$ cat src/rtl/instr_fetch_unit.sv
// instr_fetch_unit: RV32I fetch stage.
// Owns the PC, fetches over valid/ready and holds the word for decode.
module instr_fetch_unit #(
    parameter logic [31:0] RESET_PC = 32'h0000_0000,
    parameter logic [31:0] NOP_WORD = 32'h0000_0013
) (
    input  logic        clk,
    input  logic        rst_n,
    output logic        imem_req_valid,
    input  logic        imem_req_ready,
    output logic [31:0] imem_addr,
    input  logic        imem_rsp_valid,
    input  logic [31:0] imem_rsp_data,
    output logic [31:0] instr,
    output logic        instr_valid,
    input  logic        instr_ready,
    output logic [24:0] imm_field,
    input  logic [31:0] imm,
    input  logic [31:0] rs1_data,
    input  logic [1:0]  pcsrc,
    output logic [31:0] pc,
    output logic [31:0] pc_plus4,
    output logic        misaligned
);

    typedef enum logic [2:0] {
        BOOT,
        REQ,
        WAIT,
        HOLD,
        HALT
    } state_t;

    state_t      state;
    state_t      state_nx;
    logic [31:0] pc_q;
    logic [31:0] instr_q;
    logic        mis_q;
    logic [31:0] next_pc;
    logic [31:0] jalr_sum;
    logic        take_rsp;
    logic        retire;
    logic        trap;

    // Next-PC select; JALR clears bit 0 before any alignment test.
    always_comb begin
        jalr_sum = rs1_data + imm;
        case (pcsrc)
            2'd1:    next_pc = pc_q + imm;
            2'd2:    next_pc = {jalr_sum[31:1], 1'b0};
            default: next_pc = pc_q + 32'd4;
        endcase
    end

    // Fetch sequencing: request, wait for data, hold until retired.
    always_comb begin
        state_nx = state;
        take_rsp = 1'b0;
        retire   = 1'b0;
        trap     = 1'b0;
        case (state)
            BOOT: state_nx = REQ;
            REQ: begin
                if (imem_req_ready) begin
                    state_nx = WAIT;
                end
            end
            WAIT: begin
                if (imem_rsp_valid) begin
                    take_rsp = 1'b1;
                    state_nx = HOLD;
                end
            end
            HOLD: begin
                if (instr_ready) begin
                    if (next_pc[1:0] != 2'b00) begin
                        trap     = 1'b1;
                        state_nx = HALT;
                    end else begin
                        retire   = 1'b1;
                        state_nx = REQ;
                    end
                end
            end
            HALT:    state_nx = HALT;
            default: state_nx = BOOT;
        endcase
    end

    // State register.
    always_ff @(posedge clk or negedge rst_n) begin
        if (!rst_n) begin
            state <= BOOT;
        end else begin
            state <= state_nx;
        end
    end

    // PC only advances on a successful retire; a trap leaves it in place.
    always_ff @(posedge clk or negedge rst_n) begin
        if (!rst_n) begin
            pc_q <= RESET_PC;
        end else if (retire) begin
            pc_q <= next_pc;
        end
    end

    // Held word is the NOP whenever no valid instruction is present.
    always_ff @(posedge clk or negedge rst_n) begin
        if (!rst_n) begin
            instr_q <= NOP_WORD;
        end else if (take_rsp) begin
            instr_q <= imem_rsp_data;
        end else if (state == HOLD && instr_ready) begin
            instr_q <= NOP_WORD;
        end
    end

    // Sticky trap flag, cleared only by reset.
    always_ff @(posedge clk or negedge rst_n) begin
        if (!rst_n) begin
            mis_q <= 1'b0;
        end else if (trap) begin
            mis_q <= 1'b1;
        end
    end

    assign imem_req_valid = (state == REQ);
    assign imem_addr      = pc_q;
    assign instr          = instr_q;
    assign instr_valid    = (state == HOLD);
    assign imm_field      = instr_q[31:7];
    assign pc             = pc_q;
    assign pc_plus4       = pc_q + 32'd4;
    assign misaligned     = mis_q;

endmodule

$ cat config.mk
export PLATFORM = sky130hd
export DESIGN_NAME = instr_fetch_unit
export DESIGN_NICKNAME = d
export VERILOG_FILES = /design/src/rtl/instr_fetch_unit.sv
export SDC_FILE = /design/constraint.sdc
export NUM_CORES = 1
export LEC_CHECK = 0
export CAP_MARGIN = 30
export CORE_AREA = 2 2 136 138
export CTS_CLUSTER_DIAMETER = 80
export DETAILED_ROUTE_END_ITERATION = 10
export DIE_AREA = 0 0 138 140
export GPL_ROUTABILITY_DRIVEN = 0
export PLACE_DENSITY = 0.77
export SETUP_SLACK_MARGIN = 0.2
export SLEW_MARGIN = 20
export SYNTH_ARGS = -nofsm -noshare
export SYNTH_HDL_FRONTEND = slang
export SYNTH_SLANG_ARGS = --single-unit
$ cat constraint.sdc
create_clock -name clk -period 2.7 [get_ports clk]
set_input_delay 0.675 -clock clk [delete_from_list [all_inputs] [get_ports clk]]
set_output_delay 0.675 -clock clk [all_outputs]
set_load 0.01 [all_outputs]
# Yosys cells after proc, flatten, opt, wreduce, memory -nomap -nowiden
# Index checks and enable logic that the tools add are counted.
totals:
  ff_bits: 68
  output_inout_bits: 156
  elab_cells: 37
classes:
  addsub: 3
  eq_ne: 9
  mux: 16
  n_reduce_logical: 5
ops:
  columns: ["op", "count"]
  rows:
  - ["32-bit adder", 2]
  - ["32-bit two-way mux", 2]
  - ["32-bit one-hot mux with 2 select lines", 1]
  - ["32-bit by 3-bit adder with 32-bit output, second input constant", 1]
  - ["3-bit one-hot mux with 5 select lines", 1]
  - ["3-bit two-way mux", 4]
  - ["1-bit two-way mux", 8]
  - ["3-bit by 2-bit == test with 1-bit output, second input constant", 2]
  - ["2-bit by 1-bit inequality test with 1-bit output, second input constant", 2]
  - ["2-bit nonzero test", 2]
  - ["3-bit by 1-bit == test with 1-bit output, second input constant", 1]
  - ["3-bit == test, second input constant", 1]
  - ["3-bit zero test", 1]
  - ["3-bit AND reduction", 1]
  - ["2-bit by 1-bit == test with 1-bit output, second input constant", 1]
  - ["2-bit == test, second input constant", 1]
  - ["2-bit inequality test, second input constant", 1]
  - ["1-bit logical AND", 1]

# Longest topological paths before layout
# Gate-level depths: netlist of the first run.
logic_depth:
  ltp_word: 6
  ltp_mapped: 12
  mapped_depth_nobuf: 12

# Least setup slack after synthesis of the first run
# No wires, ideal clock.
synth_path:
  kind: "input to register"
  start: "in imm[0]"
  end: "reg pc_q[10] (netlist: imem_addr[10])"
  t_arrival_ns: 2.866
  t_required_ns: 2.579
  path_slack_ns: -0.287
  cell_stages: 11
  n_path_buf: 2
  cell_sequence: "ha_1 -> inv_1 -> fa_1 -> nor2b_1 -> o221a_2 -> a21oi_1 -> or2_2 -> clkbuf_1 -> buf_1 -> nor2_1 -> o22a_1"
synth_between:
  elab_chain_cells: 6
  word_cells_on_any_way: 7
  classes_between: "2 x add/sub; 4 x mux; 1 x reduce/logical"
synth_rtl:
  columns: ["item", "line", "source"]
  rows:
  - ["from (decl)", "18", "input logic [31:0] imm,"]
  - ["32-bit adder (on tied branches)", "49, 47", null]
  - ["32-bit one-hot mux with 2 select lines (*)", "48", "case (pcsrc)"]
  - ["2-bit nonzero test", "76", "if (next_pc[1:0] != 2'b00) begin"]
  - ["1-bit two-way mux", "76", null]
  - ["1-bit two-way mux", "75", "if (instr_ready) begin"]
  - ["1-bit two-way mux", "61", "case (state)"]
  - ["to (signal assigned)", "104", "pc_q <= next_pc;"]
  - ["to (decl)", "36", "logic [31:0] pc_q;"]
# Mark *: on every way between the ends. The rest lies on a longest branch, timed or not.
# A chain may end at the register's enable or synchronous reset.

# Worst setup path after layout of the first run
layout_path:
  start: "reg pc_q[1] (netlist: imem_addr[1])"
  end: "reg pc_q[25] (netlist: imem_addr[25])"
layout_between:
  elab_chain_cells: 6
  word_cells_on_any_way: 7
  classes_between: "2 x add/sub; 4 x mux; 1 x reduce/logical"
layout_rtl:
  columns: ["item", "line"]
  rows:
  - ["32-bit by 3-bit adder with 32-bit output or 32-bit adder (tied branches)", "51, 49"]
  - ["32-bit one-hot mux with 2 select lines (*)", "48"]
  - ["2-bit nonzero test", "76"]
  - ["1-bit two-way mux", "76"]
  - ["1-bit two-way mux", "75"]
  - ["1-bit two-way mux", "61"]
# Marked as above.

==> Flow_metrics.wiki, run 1 <==
{| class="wikitable"
! Metric !! Value
|-
| Via count || 10420
|-
| Kind of end point of the critical path || flip-flop
|-
| Number of storage elements in the synthesis netlist || 68
|-
| Synth async-reset ratio || 100.0%
|-
| Setup CP Type || reg -> reg
|-
| Gate count of the mapped netlist || 899
|-
| Routed length per instance || 23.81 um
|-
| Initial DRT Pass Iterations || 9
|-
| Number of buffers created by CTS || 9
|-
| Starting utilization of the core area || 41.46%
|-
| Max Root-Sink Buffers || 2
|-
| Worst clock skew || 0.01205 ns
|-
| Slew at the pin closest to its max-slew limit || 0.4910 ns
|-
| Post-DP HPWL || 22980 um
|-
| Share of synthesized area occupied by flip-flops and latches || 23.14%
|-
| CTS tree || yes
|-
| Remaining DRCs || 0
|-
| EDFF count, synth || 0
|-
| Largest net degree at the start of global routing || 69
|-
| Final core occ || 78.85%
|-
| Top-level port count || 259
|-
| Min cycle time layout || 3.158 ns
|-
| Fin Hold WS || 0.3566 ns
|-
| Met3 Usage GRT || 6.017%
|-
| Top cells by area in the synthesized netlist || dfrtp_1, ha_1, xnor2_1
|-
| Synthesis Warnings || 0
|-
| Wire length of the first global-routing pass || 50390 um
|-
| Period utilisation layout || 117.0%
|-
| Max Freq || 316.7 MHz
|-
| # Max-Cap Violations || 0
|-
| Commonest non-fill, non-tap cell in the layout || buf_4
|-
| Total power divided by cell area || 973.6 mW/mm^2
|-
| Biggest fanout along the worst timing path || 3
|-
| DRC marker count from the first detailed-route iteration || 1318
|-
| Startpoint types || flip-flop
|-
| Global Route Usage Sum || 32.19%
|-
| Placed cells || 1547
|-
| Met1 Use GR || 37.71%
|-
| Final cell count without fillers || 1631
|-
| Floorplan die area || 0.01932 sq mm
|-
| Number of buffers inserted by hold repair at cts || 0
|-
| Path class of the lowest-slack min-delay path || in -> async
|-
| Net count reported at finish || 1565
|-
| Required @ worst endpoint || 2.91 ns
|-
| Most area-hungry cell type in the Yosys netlist || dfrtp_1
|-
| Final count of negative-setup-slack endpoints || 34
|-
| Proportion of netlist area held by the largest area contributor || 22.07%
|-
| Global routing met2 resource utilization || 55.18%
|-
| Number of H-tree levels || 3
|-
| Summed negative setup slack over all endpoints || -5.677 ns
|-
| Root buffer cell || clkbuf_16
|-
| Max-slew headroom at the worst pin || 66.92%
|-
| Sinks on Clock Net || 68
|-
| Top FF cell, synth || dfrtp_1
|-
| Leakage power summed over all cells || 0.006294 uW
|-
| Top library cells by usage in the layout, fill and taps aside || buf_4, clkdlybuf4s50_1, nand2_1
|-
| Worst skew pair latency || 0.34 ns
|-
| Area growth from synthesis to layout || 90.21%
|-
| Share of post-route cells with drive strength above 1 || 44.40%
|-
| Count of buffers inserted at the top-level ports || 258
|-
| Die outline height || 140 um
|-
| Maximum vdd ir drop || 0.0005671 V
|-
| GRT Max-Usage Layer || met2
|-
| Vias per cell || 6.389
|-
| Result of the run || finished, violations left
|-
| Setup repair after global routing missed its margin || yes
|-
| Critical path arrival || 3.37 ns
|-
| Final worst-path setup slack || -0.4577 ns
|-
| Floorplan die width || 138 um
|-
| Clock edge transition at the registers on the reported setup and hold paths || 0.06 ns
|-
| Initial antenna violation count || 2
|-
| Final Hold Fails || 0
|-
| Area of the mapped netlist || 0.007371 sq mm
|-
| Residual overflow from global routing || 0
|-
| PnR Total Power || 13650 uW
|-
| Count of fill cells added during filler insertion || 968
|-
| Core Region || 0.01778 sq mm
|-
| Final wirelength || 38830 um
|-
| Post-route antenna net violation count || 0
|-
| Via count of the first global-routing pass || 9633
|-
| Number of pins exceeding their max-slew limit in the final report || 0
|-
| Site row count || 49
|-
| Number of nets in the synthesized netlist || 1068
|-
| Failing checks || setup timing
|-
| Syn avg cell area || 8.199 sq um
|-
| FF-to-FF path depth || 11
|-
| Number of unique standard cell types used by synthesis || 74
|}
critical path, cell delays in order, from the launching register on:
cell and delay (ns):
dfrtp_2 0.44, ha_4 0.25, a211oi_2 0.27, o21ai_2 0.12
o211a_1 0.30, a221oi_4 0.49, buf_4 0.21, a2bb2oi_4 0.07
a221oi_2 0.28, xnor2_1 0.15, a221oi_2 0.31, a21oi_1 0.14
report_power, final:
group	switching [uW]	total, uW	leakage, uW	internal, uW
clock network	494	1310	0.000156	815
logic	5220	10500	0.00529	5250
registers	428	1870	0.000848	1450
total	6140	13600	0.00629	7510
cell families after synthesis:
| kind of cell | after synthesis | synth area share, % |
|---|---|---|
| AOI/OAI and AO/OA | 325 | 30.84 |
| and+or+nand+nor | 242 | 15.67 |
| buffers and inverters | 114 | 8.844 |
| xor gates and xnor gates | 79 | 9.387 |
| DFF | 68 | 23.14 |
| adders and majority gates | 66 | 11.41 |
| muxes | 5 | 0.7129 |
per-layer routing:
layer	wire [um]	part of all wire, %
met1	13150	34
met2	17760	46
met3	4128	11
met4	3773	9.7
met5	13	0.033
worst paths after layout:
check                        startpoint            end  slack [ns]
setup / recovery           imem_addr[1]  imem_addr[25]       -0.46
hold / removal                    rst_n  imem_addr[31]        0.36
setup reg to reg           imem_addr[1]  imem_addr[25]       -0.46
hold reg to reg              misaligned     misaligned        0.47
max in group asynchronous         rst_n       instr[4]        1.99
min in group clk             misaligned     misaligned        0.47
repair_timing:
action | 4_1_cts | 5_1_grt
gates resized for setup | 380 | 128
pin swaps | 116 | 112
endpoints found under the setup margin | 63 | 51
setup buffers | 37 | 30
final cells by class:
type	count	area (sq um)	share of cell area, %
Inverter	23	88.84	0.6336
Clock inverter	7	98.84	0.7050
Timing Repair Buffer	577	4980	35.52
Sequential cell	68	1710	12.20
Antenna cell	1	2.502	0.01785
Tap cell	229	286.5	2.044
Multi-Input combinational cell	717	6628	47.27
Clock buffer	9	225.2	1.606
flip-flops by register name, summed over array words and instances (netlist names):
signal and count:
imem_addr 32, instr 32, misaligned 1, state 3
synthesized netlist by cell type (all sizes together) (3+ instances only):
cell type and n:
nand2 91, a21oi 85, dfrtp 65, ha 64, buf 63, xnor2 52, nor2 51, o21ai 48
a22o 33, a21o 31, clkbuf 28, xor2 27, inv 22, nand3 21, a221oi 17, nand4 13
and3 12, nand2b 12, o21a 12, a31oi 11, a22oi 10, o211ai 10, nor2b 8, nor3 8
o22ai 8, a211oi 7, o21bai 7, and2 6, o22a 6, o31ai 5, a221o 4, and4 4
or2 4, a2111oi 3, a211o 3, dfstp 3, mux2i 3, nor3b 3, o221a 3, or3 3
metrics by stage:
stage          instance area [sq um]  worst slack, ns
2_1_floorplan                   7739         -0.07743
3_3_place_gp                   11900           -1.092
3_5_place_dp                   11900           -1.150
6_report                       14020          -0.4577
4_1_cts                        13270         -0.09337
5_1_grt                        14020          -0.4244
No activity file was read; power rests on OpenSTA's default activity.
==> inputs of run 2 (changes only) <==
CORE_AREA = 2 2 104 181   (was 2 2 136 138)
DIE_AREA = 0 0 106 183   (was 0 0 138 140)
GPL_TIMING_DRIVEN = 0   (was not set)
SLEW_MARGIN = not set   (was 20)
==> Flow_metrics.wiki, run 2 (synthesized netlist as in run 1, its figures left out) <==
{| class="wikitable"
! Metric !! Value
|-
| Result of the run || finished, violations left
|-
| Failing checks || setup timing
|-
| Biggest fanout along the worst timing path || 4
|-
| Leakage power summed over all cells || 0.005927 uW
|-
| Kind of end point of the critical path || output pin
|-
| Fin Hold WS || 0.3023 ns
|-
| Kind of cell adding the most delay to the critical path || simple AND/OR/NAND/NOR gates
|-
| Clock edge transition at the registers on the reported setup and hold paths || 0.06 ns
|-
| Wire length of the first global-routing pass || 48660 um
|-
| Max-slew headroom at the worst pin || 42.38%
|-
| Final count of negative-setup-slack endpoints || 40
|-
| Number of buffers inserted by hold repair at cts || 0
|-
| Antenna cells || 0
|-
| PnR Total Power || 12570 uW
|-
| Largest net degree at the start of global routing || 38
|-
| Buffers and inverters on the worst path || 1
|-
| FF-to-FF path depth || 13
|-
| Via count || 9549
|-
| Top-level port count || 259
|-
| Share of post-route cells with drive strength above 1 || 41.04%
|-
| Depth of the critical timing path with buffers and inverters included || 8
|-
| Top library cells by usage in the layout, fill and taps aside || clkdlybuf4s50_1, buf_4, nand2_1
|-
| Area growth from synthesis to layout || 82.02%
|-
| Critical path arrival || 2.37 ns
|-
| # Max-Cap Violations || 0
|-
| Root buffer cell || clkbuf_16
|-
| Final wirelength || 34330 um
|-
| Required @ worst endpoint || 2.03 ns
|-
| Initial DRT Pass Iterations || 6
|-
| Via count of the first global-routing pass || 9359
|-
| Sinks on Clock Net || 68
|-
| Period utilisation layout || 112.8%
|-
| Final worst-path setup slack || -0.3468 ns
|-
| Net count reported at finish || 1487
|-
| Max Root-Sink Buffers || 2
|-
| Setup CP Type || reg -> out
|-
| Commonest non-fill, non-tap cell in the layout || clkdlybuf4s50_1
|-
| Starting utilization of the core area || 41.01%
|-
| Floorplan die area || 0.01940 sq mm
|-
| Die outline height || 183 um
|-
| Core Region || 0.01797 sq mm
|-
| Final Hold Fails || 0
|-
| Count of buffers inserted at the top-level ports || 258
|-
| Routed length per instance || 22.05 um
|-
| Final core occ || 74.65%
|-
| Placed Area || 0.01063 sq mm
|-
| Remaining DRCs || 0
|-
| Site row count || 65
|-
| Count of fill cells added during filler insertion || 1217
|-
| Total power divided by cell area || 936.6 mW/mm^2
|-
| Floorplan die width || 106 um
|-
| Post-route antenna net violation count || 0
|-
| Number of buffers created by CTS || 9
|-
| Slew at the pin closest to its max-slew limit || 0.8553 ns
|-
| Worst clock skew || 0.007505 ns
|-
| Min cycle time layout || 3.047 ns
|-
| Largest stage delay on the critical path || 0.40 ns
|-
| Maximum vdd ir drop || 0.0004673 V
|-
| Standard cell with the maximum stage delay on the critical path || dfrtp_2
|-
| Summed negative setup slack over all endpoints || -6.564 ns
|-
| Max Freq || 328.2 MHz
|-
| CP Cell Sequence || and4_1 > and3_1 > and2_4 > and2b_2 > and2_4 > nand4_1 > xnor2_2 > buf_2
|-
| Most frequent CP cell || and2_4
|-
| Post-DP HPWL || 22220 um
|-
| Global Route Usage Sum || 31.67%
|-
| CTS tree || yes
|-
| Startpoint types || flip-flop
|-
| Setup repair after global routing missed its margin || yes
|-
| DRC marker count from the first detailed-route iteration || 801
|-
| Residual overflow from global routing || 0
|-
| Worst skew pair latency || 0.34 ns
|-
| Vias per cell || 6.133
|-
| Initial antenna violation count || 0
|-
| Number of pins exceeding their max-slew limit in the final report || 0
|-
| Number of H-tree levels || 3
|-
| Final design area excluding fillers || 0.01342 sq mm
|-
| Path class of the lowest-slack min-delay path || in -> async
|}
-- run 2: cell type report --
class / count / area [sq um] / share of cell area (%)
Inverter: 23 / 103.9 / 0.7740
Timing Repair Buffer: 408 / 3761 / 28.03
Sequential cell: 68 / 1728 / 12.88
Tap cell: 234 / 292.8 / 2.182
Multi-Input combinational cell: 717 / 6523 / 48.62
Clock buffer: 9 / 225.2 / 1.679
Clock inverter: 7 / 75.07 / 0.5595
Buffer: 91 / 708.2 / 5.278
-- run 2: worst register-to-register path, delay by kind of cell, from the launching register on --
family	cells	cell delay, ns
AOI/OAI and AO/OA	8	1.57
buffers and inverters	3	0.49
adders and majority gates	1	0.25
xor gates and xnor gates	1	0.11
DFF	1	0.44
-- run 2: path summary, 6_finish.rpt --
path | startpoint | end | slack [ns]
setup / recovery | imem_addr[11] | pc_plus4[31] | -0.35
hold / removal | rst_n | imem_addr[31] | 0.30
setup reg to reg | imem_addr[2] | imem_addr[25] | -0.29
hold reg to reg | misaligned | misaligned | 0.47
max in group asynchronous | rst_n | instr[1] | 1.77
min in group clk | misaligned | misaligned | 0.47
-- run 2: per-layer routing --
| layer | routed length (um) | GRT usage, % |
|---|---|---|
| met3 | 2600 | 4.584 |
| met5 | 0 | 0 |
| met1 | 11240 | 32.39 |
| met4 | 3051 | 21.95 |
| met2 | 17440 | 58.35 |
-- run 2: power breakdown --
group	internal, uW	leakage [uW]	total (uW)	switching (uW)
Sequential	1460	0.000831	2160	701
Combinational	4860	0.00495	9190	4330
Clock	722	0.000150	1210	490
Total	7040	0.00593	12600	5520
-- run 2: through the flow --
stage	cells	setup slack, ns
2_1_floorplan	899	-0.07743
3_3_place_gp	1391	-1.791
3_5_place_dp	1392	-1.229
4_1_cts	1512	-0.2637
5_1_grt	1557	-0.3848
6_report	1557	-0.3468
-- run 2: repair_timing --
action | 4_1_cts | 5_1_grt
endpoints found under the setup margin | 62 | 56
gates resized for setup | 470 | 95
setup buffers | 102 | 45
pin swaps | 129 | 82
hold endpoints to repair | 0 | 0
gates cloned | 2 | 0
==> inputs of run 3 (changes only) <==
TNS_END_PERCENT = 20   (was not set)
==> Flow_metrics.wiki, run 3 (synthesized netlist as in run 1, its figures left out) <==
{| class="wikitable"
! Metric !! Value
|-
| Worst skew pair latency || 0.34 ns
|-
| Number of pins exceeding their max-slew limit in the final report || 0
|-
| Clock edge transition at the registers on the reported setup and hold paths || 0.06 ns
|-
| Slew at the pin closest to its max-slew limit || 0.7410 ns
|-
| Residual overflow from global routing || 0
|-
| PnR Total Power || 11900 uW
|-
| Site row count || 65
|-
| Max Freq || 335.0 MHz
|-
| Count of buffers inserted at the top-level ports || 258
|-
| Path class of the lowest-slack min-delay path || in -> async
|-
| Biggest fanout along the worst timing path || 5
|-
| Core Region || 0.01797 sq mm
|-
| Final wirelength || 31070 um
|-
| Largest net degree at the start of global routing || 41
|-
| Starting utilization of the core area || 41.01%
|-
| Via count || 8875
|-
| Wire length of the first global-routing pass || 45910 um
|-
| Final worst-path setup slack || -0.2854 ns
|-
| Number of buffers inserted by hold repair at cts || 0
|-
| Area growth from synthesis to layout || 71.79%
|-
| Number of buffers created by CTS || 9
|-
| Share of post-route cells with drive strength above 1 || 35.07%
|-
| Max-slew headroom at the worst pin || 50.60%
|-
| Leakage power summed over all cells || 0.005580 uW
|-
| Result of the run || finished, violations left
|-
| Critical path arrival || 3.19 ns
|-
| Sinks on Clock Net || 68
|-
| DRC marker count from the first detailed-route iteration || 643
|-
| Die outline height || 183 um
|-
| Maximum vdd ir drop || 0.0005327 V
|-
| Top library cells by usage in the layout, fill and taps aside || clkdlybuf4s50_1, buf_4, nand2_1
|-
| Count of fill cells added during filler insertion || 1357
|-
| Via count of the first global-routing pass || 8594
|-
| CP Cell Sequence || buf_6 > ha_4 > o211ai_1 > o21ai_2 > o211a_1 > a221oi_4 > nand2_1 > a21o_1 > xor2_1 > a221oi_1 > o21ai_1
|-
| Failing checks || setup timing
|-
| CTS tree || yes
|-
| Final count of negative-setup-slack endpoints || 35
|-
| Total power divided by cell area || 939.8 mW/mm^2
|-
| Initial DRT Pass Iterations || 5
|-
| Final Hold Fails || 0
|-
| Remaining DRCs || 0
|-
| Largest stage delay on the critical path || 0.46 ns
|-
| Commonest non-fill, non-tap cell in the layout || clkdlybuf4s50_1
|-
| Top-level port count || 259
|-
| Floorplan die width || 106 um
|-
| Root buffer cell || clkbuf_16
|-
| Setup repair after global routing missed its margin || yes
|-
| Startpoint types || flip-flop
|-
| Min cycle time layout || 2.985 ns
|-
| Net count reported at finish || 1433
|-
| Worst reg2reg startpoint || imem_addr[2]
|-
| Max Root-Sink Buffers || 2
|-
| Antenna cells || 0
|-
| Vias per cell || 5.905
|-
| Post-route antenna net violation count || 0
|-
| Fin Hold WS || 0.2768 ns
|-
| Post-DP HPWL || 22150 um
|-
| # Max-Cap Violations || 0
|-
| Worst clock skew || 0.009075 ns
|-
| Routed length per instance || 20.67 um
|-
| Required @ worst endpoint || 2.90 ns
|-
| Floorplan die area || 0.01940 sq mm
|-
| Number of H-tree levels || 3
|-
| Standard cell with the maximum stage delay on the critical path || dfrtp_2
|-
| Period utilisation layout || 110.6%
|-
| Global Route Usage Sum || 29.95%
|-
| Setup CP Type || reg -> reg
|-
| Kind of end point of the critical path || flip-flop
|-
| Initial antenna violation count || 0
|-
| Crit path from || imem_addr[2]
|}
run 3: path summary, 6_finish.rpt:
kind,end,slack [ns],depth (start not counted)
worst min-delay path,imem_addr[31],0.28,1
worst min register to register,misaligned,0.47,1
min in group clk,misaligned,0.47,1
max in group asynchronous,instr[0],1.81,2
worst max-delay path,imem_addr[17],-0.29,11
worst max register to register,imem_addr[17],-0.29,11
run 3: worst max-delay path, delay by kind of cell, from the launching register on:
kind                       cells  cell delay [ns]
and+or+nand+nor                1             0.12
buffers and inverters          1             0.15
DFF                            1             0.46
AOI/OAI and AO/OA              7             1.77
xor gates and xnor gates       1             0.14
adders and majority gates      1             0.21
run 3: power by group:
part / internal [uW] / switching (uW)
Combinational: 4500 / 4040
Sequential: 1460 / 599
Clock: 815 / 486
Total: 6770 / 5130
run 3: area by class of cell:
| class | instances | area [sq um] | share of cell area (%) |
|---|---|---|---|
| multi-input cells | 717 | 6329 | 49.98 |
| repair buffers | 354 | 3234 | 25.54 |
| flip-flops and latches | 68 | 1728 | 13.65 |
| plain buffers | 91 | 654.4 | 5.168 |
| well taps | 234 | 292.8 | 2.312 |
| clock buffers | 9 | 225.2 | 1.779 |
| inverters | 23 | 100.1 | 0.7905 |
| clock inverters | 7 | 98.84 | 0.7806 |
run 3: what timing repair did:
| item | CTS | global route |
|---|---|---|
| gates resized for setup | 300 | 161 |
| hold endpoints to repair | 0 | 0 |
| pin swaps | 75 | 72 |
| setup endpoints to repair | 63 | 59 |
| buffers inserted | 57 | 38 |
run 3: layer usage:
layer  vias to the layer above  share of wire, %  GRT usage [%]
li1                       4029                 -              -
met1                      4187                34          31.40
met2                       528                54          56.34
met3                       131               6.8          4.016
met4                         0               5.5          17.05
met5                         -                 0              0
run 3: per-stage QoR:
stage	cells	cell area [sq um]	TNS (ns)	worst slack, ns	utilization (%)
finish	1503	12660	-4.614	-0.2854	70.45
global route	1503	12660	-7.797	-0.3987	70.45
floorplan	899	7655	-0.3581	-0.07743	-
global placement	1391	10530	-148.95	-1.829	58.59
detailed placement	1392	10550	-45.85	-1.279	58.68
CTS	1465	11940	-5.826	-0.2462	66.41
